`config.mk`:
```
export PLATFORM = sky130hd
export DESIGN_NAME = uart_rx_param
export DESIGN_NICKNAME = d
export VERILOG_FILES = /design/src/rtl/uart_rx_param.sv
export SDC_FILE = /design/constraint.sdc
export NUM_CORES = 1
export LEC_CHECK = 0
export ABC_AREA = 1
export BUFFER_PORTS_ARGS = -buffer_cell sky130_fd_sc_hd__buf_2
export CAP_MARGIN = 20
export CORE_AREA = 8 8 74 76
export CTS_CLUSTER_SIZE = 24
export DETAILED_ROUTE_END_ITERATION = 7
export DIE_AREA = 0 0 82 84
export PLACE_DENSITY_LB_ADDON = 0.08
export REMOVE_ABC_BUFFERS = 1
export SETUP_SLACK_MARGIN = 0.2
export SLEW_MARGIN = 20
export SYNTH_ARGS = -nofsm -noshare
export SYNTH_HDL_FRONTEND = slang
export SYNTH_SLANG_ARGS = --single-unit
```
`constraint.sdc`:
```
create_clock -name system_clock -period 4.9 [get_ports system_clock]
set_input_delay 1.47 -clock system_clock [delete_from_list [all_inputs] [get_ports system_clock]]
set_output_delay 1.47 -clock system_clock [all_outputs]
set_load 0.02 [all_outputs]
```
`src/rtl/uart_rx_param.sv`:
```
// uart_rx_param - parameterised UART receiver.
//
// Receives asynchronous serial frames (start, DATA_BITS payload LSB first,
// optional odd/even parity, STOP_BITS stop bits) and presents each frame as
// a valid/ready beat with framing and parity flags. It sits between the
// board RX pin and a downstream FIFO or command parser.
//
// Parameters:
//   CLK_FREQ   system clock in Hz
//   BAUD       line rate; CLKS_PER_BIT = CLK_FREQ/BAUD, HALF_BIT = CLKS_PER_BIT/2
//   DATA_BITS  payload width, 5..9
//   PARITY     0 none, 1 odd, 2 even
//   STOP_BITS  1 or 2
//
// Ports:
//   system_clock  in   clock, rising edge
//   reset         in   synchronous active-high reset
//   rx_d_in       in   async serial line, idles high
//   rx_data       out  received payload
//   rx_valid      out  rx_data / frame_err / parity_err valid
//   rx_ready      in   consumer accepts beat when rx_valid && rx_ready
//   frame_err     out  with the beat: a stop bit sampled low
//   parity_err    out  with the beat: parity mismatch
//   overrun_err   out  one-cycle pulse: a completed frame was dropped
//   busy          out  FSM not in IDLE
//
// Optional feature (macro UART_RX_MAJORITY_EN): each START/data/parity/stop
// decision is a 2-of-3 vote of rxs around the sample point. Needs
// CLKS_PER_BIT >= 4. Without the macro a single sample is taken.

module uart_rx_param #(
  parameter int CLK_FREQ  = 50000000,
  parameter int BAUD      = 9600,
  parameter int DATA_BITS = 8,
  parameter int PARITY    = 0,
  parameter int STOP_BITS = 1
) (
  input  logic                 system_clock,
  input  logic                 reset,
  input  logic                 rx_d_in,
  output logic [DATA_BITS-1:0] rx_data,
  output logic                 rx_valid,
  input  logic                 rx_ready,
  output logic                 frame_err,
  output logic                 parity_err,
  output logic                 overrun_err,
  output logic                 busy
);

  localparam int CLKS_PER_BIT = CLK_FREQ / BAUD;
  localparam int HALF_BIT     = CLKS_PER_BIT / 2;
  localparam int CW           = $clog2(CLKS_PER_BIT + 1);

  typedef enum logic [2:0] {
    S_IDLE, S_START, S_DATA, S_PARITY, S_STOP, S_BREAK
  } state_t;

  state_t                 state_q, state_d;
  logic                   sync1, rxs;
  logic [CW-1:0]          cnt;
  logic [3:0]             bit_cnt;
  logic [DATA_BITS-1:0]   shift;
  logic                   stop_bad, par_bad;
  logic                   bit_s;      // the value used for a bit decision
  logic                   tick;       // bit decision taken this cycle
  logic                   last_data, last_stop;
  logic                   frame_done, load;

`ifdef UART_RX_MAJORITY_EN
  // The vote needs the sample after the centre, so every decision is taken
  // one count later than the centre; bit spacing is unchanged.
  localparam int LAG = 1;
  logic rxs_d1, rxs_d2;

  always_ff @(posedge system_clock) begin
    if (reset) begin
      rxs_d1 <= 1'b1;
      rxs_d2 <= 1'b1;
    end else begin
      rxs_d1 <= rxs;
      rxs_d2 <= rxs_d1;
    end
  end

  assign bit_s = (rxs & rxs_d1) | (rxs & rxs_d2) | (rxs_d1 & rxs_d2);
`else
  localparam int LAG = 0;
  assign bit_s = rxs;
`endif

  localparam int START_PT = HALF_BIT - 1 + LAG;
  localparam int BIT_PT   = CLKS_PER_BIT - 1;

  assign busy = (state_q != S_IDLE);

  // Next-state logic
  always_comb begin
    state_d   = state_q;
    tick      = 1'b0;
    last_data = (bit_cnt == 4'(DATA_BITS - 1));
    last_stop = (bit_cnt == 4'(STOP_BITS - 1));
    unique case (state_q)
      S_IDLE:   if (!rxs) state_d = S_START;
      S_START:  if (cnt == CW'(START_PT)) begin
                  tick    = 1'b1;
                  // line back high at mid-start: false start, no beat
                  state_d = bit_s ? S_IDLE : S_DATA;
                end
      S_DATA:   if (cnt == CW'(BIT_PT)) begin
                  tick = 1'b1;
                  if (last_data) state_d = (PARITY != 0) ? S_PARITY : S_STOP;
                end
      S_PARITY: if (cnt == CW'(BIT_PT)) begin
                  tick    = 1'b1;
                  state_d = S_STOP;
                end
      S_STOP:   if (cnt == CW'(BIT_PT)) begin
                  tick = 1'b1;
                  // a low stop bit may be a break; wait for the line to rise
                  // so the held-low line is not taken as a new start
                  if (last_stop) state_d = (stop_bad || !bit_s) ? S_BREAK : S_IDLE;
                end
      S_BREAK:  if (rxs) state_d = S_IDLE;
      default:  state_d = S_IDLE;
    endcase
  end

  assign frame_done = (state_q == S_STOP) && tick && last_stop;
  // deliver when the output slot is empty or being emptied this cycle
  assign load       = frame_done && (!rx_valid || rx_ready);

  // State register, synchroniser, counters
  always_ff @(posedge system_clock) begin
    if (reset) begin
      state_q <= S_IDLE;
      sync1   <= 1'b1;
      rxs     <= 1'b1;
      cnt     <= '0;
      bit_cnt <= '0;
    end else begin
      state_q <= state_d;
      sync1   <= rx_d_in;
      rxs     <= sync1;
      if (state_d != state_q || tick || state_q == S_IDLE || state_q == S_BREAK)
        cnt <= '0;
      else
        cnt <= cnt + 1'b1;
      if (state_d != state_q) bit_cnt <= '0;
      else if (tick)          bit_cnt <= bit_cnt + 4'd1;
    end
  end

  // Frame datapath and output beat
  always_ff @(posedge system_clock) begin
    if (reset) begin
      shift       <= '0;
      stop_bad    <= 1'b0;
      par_bad     <= 1'b0;
      rx_data     <= '0;
      rx_valid    <= 1'b0;
      frame_err   <= 1'b0;
      parity_err  <= 1'b0;
      overrun_err <= 1'b0;
    end else begin
      if (state_q == S_IDLE) begin
        stop_bad <= 1'b0;
        par_bad  <= 1'b0;
      end
      if (state_q == S_DATA && tick)
        shift <= {bit_s, shift[DATA_BITS-1:1]};
      // odd: error when XOR of data and parity bit is 0; even: when it is 1
      if (state_q == S_PARITY && tick)
        par_bad <= (PARITY == 1) ? ~(^shift ^ bit_s) : (^shift ^ bit_s);
      if (state_q == S_STOP && tick && !bit_s)
        stop_bad <= 1'b1;

      overrun_err <= frame_done && rx_valid && !rx_ready;

      if (load) begin
        rx_data    <= shift;
        rx_valid   <= 1'b1;
        frame_err  <= stop_bad | ~bit_s;
        parity_err <= par_bad;
      end else if (rx_valid && rx_ready) begin
        rx_valid <= 1'b0;
      end
    end
  end

endmodule
```
==> metrics.md <==
| Metric | Value |
|---|---|
| Wire per inst | `12.3 µm` |
| Worst path cell trace | `nor2_1 -> nand2_2 -> buf_2` |
| Number of global-route vias before repair | `1878` |
| Clock-pin slew on the worst setup and hold paths | `0.08 ns` |
| Total number of vias | `1949` |
| Worst R2R End | `cnt[0]` |
| GP Congestion | `0.859` |
| Die Y | `84 µm` |
| Final instance area | `2610 µm²` |
| Ports | `17` |
| Hold path startpoint | `sync1` |
| Delay-heaviest family, CP | `flip-flops` |
| I/O Buffers | `16` |
| Slew Limit Fails | `0` |
| Largest net degree at the start of global routing | `20` |
| Starting Density | `0.564` |
| #FFs+latches synth | `44` |
| Core ar. | `4260 µm²` |
| Final TNS setup | `0 ns` |
| Cts hold-fix bufs | `0` |
| Netlist cell types | `31` |
| Outcome | `completed` |
| Synth Area per Inst | `7.49 µm²` |
| Lkg Pwr | `0.000998 µW` |
| Worst VDD drop | `0.228 mV` |
| Worst-path fanout max | `8` |
| TritonCTS clock tree | `built` |
| Final period utilization | `0.567` |
| Startpoint Class | `register` |
| Pre-CTS WS | `1.90 ns` |
| Worst slew margin | `0.682` |
| Count of final hold-check violations | `0` |
| Row count | `24` |
| DR pass1 iterations | `4` |
| Die ar. | `6890 µm²` |
| Yosys warnings | `0` |
| Sequential share of the synthesized area | `0.366` |
| Post-DP Area | `2480 µm²` |
| CP Capture Type | `output pin` |
| Clock Skews | `0.00733 ns` |
| Fin util | `0.611` |
| RSZ-0062 raised after global routing | `no` |
| Hold crit path type | `register to register` |
| Power Dens Cells | `259 nW/µm²` |
| H-tree depth | `2` |
| Reg2Reg Depth | `11` |
| Req. time, crit path | `3.43 ns` |
| Endpoints failing setup | `0` |
| Global-route usage over all layers | `0.150` |
| Post-CTS setup buffers | `0` |
| CTS Root Cell | `clkbuf_8` |
| Total wire length | `4.79 mm` |
| Gate Count Post-Synth | `321` |
| Drt via density | `5.01` |
| Max Cap Viol | `0` |
| Min Clock Period, post-route | `2.78 ns` |
| CP Launch Point | `state_q[1]` |
| Worst-Margin Slew | `0.476 ns` |
| Crit Path Category | `register to output pin` |
| R2r startpoint | `cnt[0]` |
| Worst skew pair latency | `0.29 ns` |
| Crit path max-delay cell type | `dfxtp_1` |
| Share of layout cells above drive strength 1 | `0.205` |
| Worst Path Arrival | `1.31 ns` |
| Bufs on Longest Clock Path | `2` |
| CP Depth | `3` |
| DR DRC count | `0` |
| Max incr delay on CP | `0.56 ns` |
| P&R area growth vs syn | `8.32%` |
| Initial DRC Count | `89` |
| Post-route setup slack | `2.12 ns` |
| Global route total overflow | `0` |
| Detail Route Antenna Nets | `0` |
| Initial antenna violation count | `0` |
| Antenna Cells | `0` |
| CTS Buf Count | `5` |
| Worst Setup EP | `busy` |
| Fillcell total | `411` |
| FF-to-FF setup slack | `2.73 ns` |
| NumNets Final | `343` |
| Post-CTS sizing | `0` |
| Synthesized cell area | `2400 µm²` |
| Clk sink count | `44` |
| Hold WS | `0.432 ns` |
| Global-route wire length before repair | `8.37 mm` |
| Worst Path Buf+Inv | `1` |
| Dpl hpwl | `3.56 mm` |
| Die Width | `82 µm` |
| Fmax | `360 MHz` |
cells in the final DEF (no fill, tap or decap):
cell type / n
a31oi_1: 3
o21ai_0: 20
bufinv_16: 1
nor2_1: 30
xor2_1: 14
nand2_2: 5
ha_1: 3
dfxtp_1: 44
a21oi_2: 1
buf_2: 16
a21oi_1: 22
nand4_2: 1
nor3_4: 1
nor2_4: 13
clkinv_4: 1
xnor2_1: 6
inv_1: 39
or2_2: 3
nand3_4: 1
nand4_1: 5
clkbuf_8: 6
nor2_2: 6
nor4_1: 1
nand3_1: 27
nand2_1: 46
nor3_1: 5
o21ai_1: 2
clkinv_1: 1
inv_2: 9
nand3_2: 5
stage by stage:
step                cells  power (µW)
finish                389         676
global route          389         704
CTS                   389         688
detailed placement    381         394
global placement      381         393
floorplan             313         386
cells by family after synthesis:
group / after synthesis / share of synthesized area
simple gates: 149 / 0.338
buf+inv: 57 / 0.104
compound gates: 48 / 0.103
flops: 44 / 0.366
xor+xnor: 20 / 0.0728
fa+ha+maj: 3 / 0.0156
worst min-delay path by stage:
stage	endpoint	slack (ns)	cells after the start
3_5_place_dp	bit_s	0.42	1
6_report	bit_s	0.43	1
5_1_grt	cnt[0]	0.47	1
4_1_cts	bit_s	0.45	1
2_1_floorplan	bit_s	0.39	1
3_3_place_gp	bit_s	0.41	1
synthesized netlist by cell type, drive strengths merged:
cell / count / area, µm²
nand3: 33 / 203
nor3: 6 / 41.3
xor2: 14 / 123
nand4: 6 / 43.8
clkinv: 1 / 3.75
nand2: 51 / 204
ha: 3 / 37.5
clkbuf: 2 / 7.51
inv: 48 / 180
buf: 6 / 58.8
a31oi: 3 / 18.8
or2: 3 / 18.8
dfxtp: 44 / 881
nor2: 49 / 297
o21ai: 22 / 110
nor4: 1 / 6.26
xnor2: 6 / 52.6
a21oi: 23 / 119
flip-flops by register name, indices dropped and copies added, names as in the netlist, 3 cells and up:
signal	cells
bit_cnt	4
cnt	13
rx_data	8
shift	8
state_q	3
final cells by class:
| cell class | instances | area [µm²] | share of cell area |
|---|---|---|---|
| Clock buffer | 6 | 82.6 | 0.0317 |
| Multi-Input combinational cell | 220 | 1270 | 0.489 |
| Timing Repair Buffer | 16 | 80.1 | 0.0307 |
| Tap cell | 52 | 65.1 | 0.0250 |
| Clock inverter | 2 | 38.8 | 0.0149 |
| Inverter | 49 | 184 | 0.0706 |
| Sequential cell | 44 | 881 | 0.338 |
worst register-to-register path: stages, from the launching register on:
cell and delay, ns:
dfxtp_1 0.36, ha_1 0.34, nand2_2 0.11, nor2_4 0.17, nand2_1 0.08, nor2_2 0.14, nand3_1 0.13, nand3_1 0.11
nor2_1 0.07, nor2_4 0.12, nand3_4 0.30, nor2_1 0.18
where the power goes:
group	internal, µW	total [µW]	switching, µW	leakage (µW)
Combinational	7.37	24.7	17.3	0.000582
Clock	167	290	124	0.0000614
Sequential	359	361	1.99	0.000355
Total	533	676	143	0.000998
per-layer routing:
layer | global-route usage | part of all wire | up-vias
li1 | - | - | 1046
met1 | 0.192 | 0.50 | 865
met2 | 0.232 | 0.43 | 30
met3 | 0.0442 | 0.047 | 8
met4 | 0.0479 | 0.016 | 0
met5 | 0 | 0 | -
(Power assumes the default switching activity.)
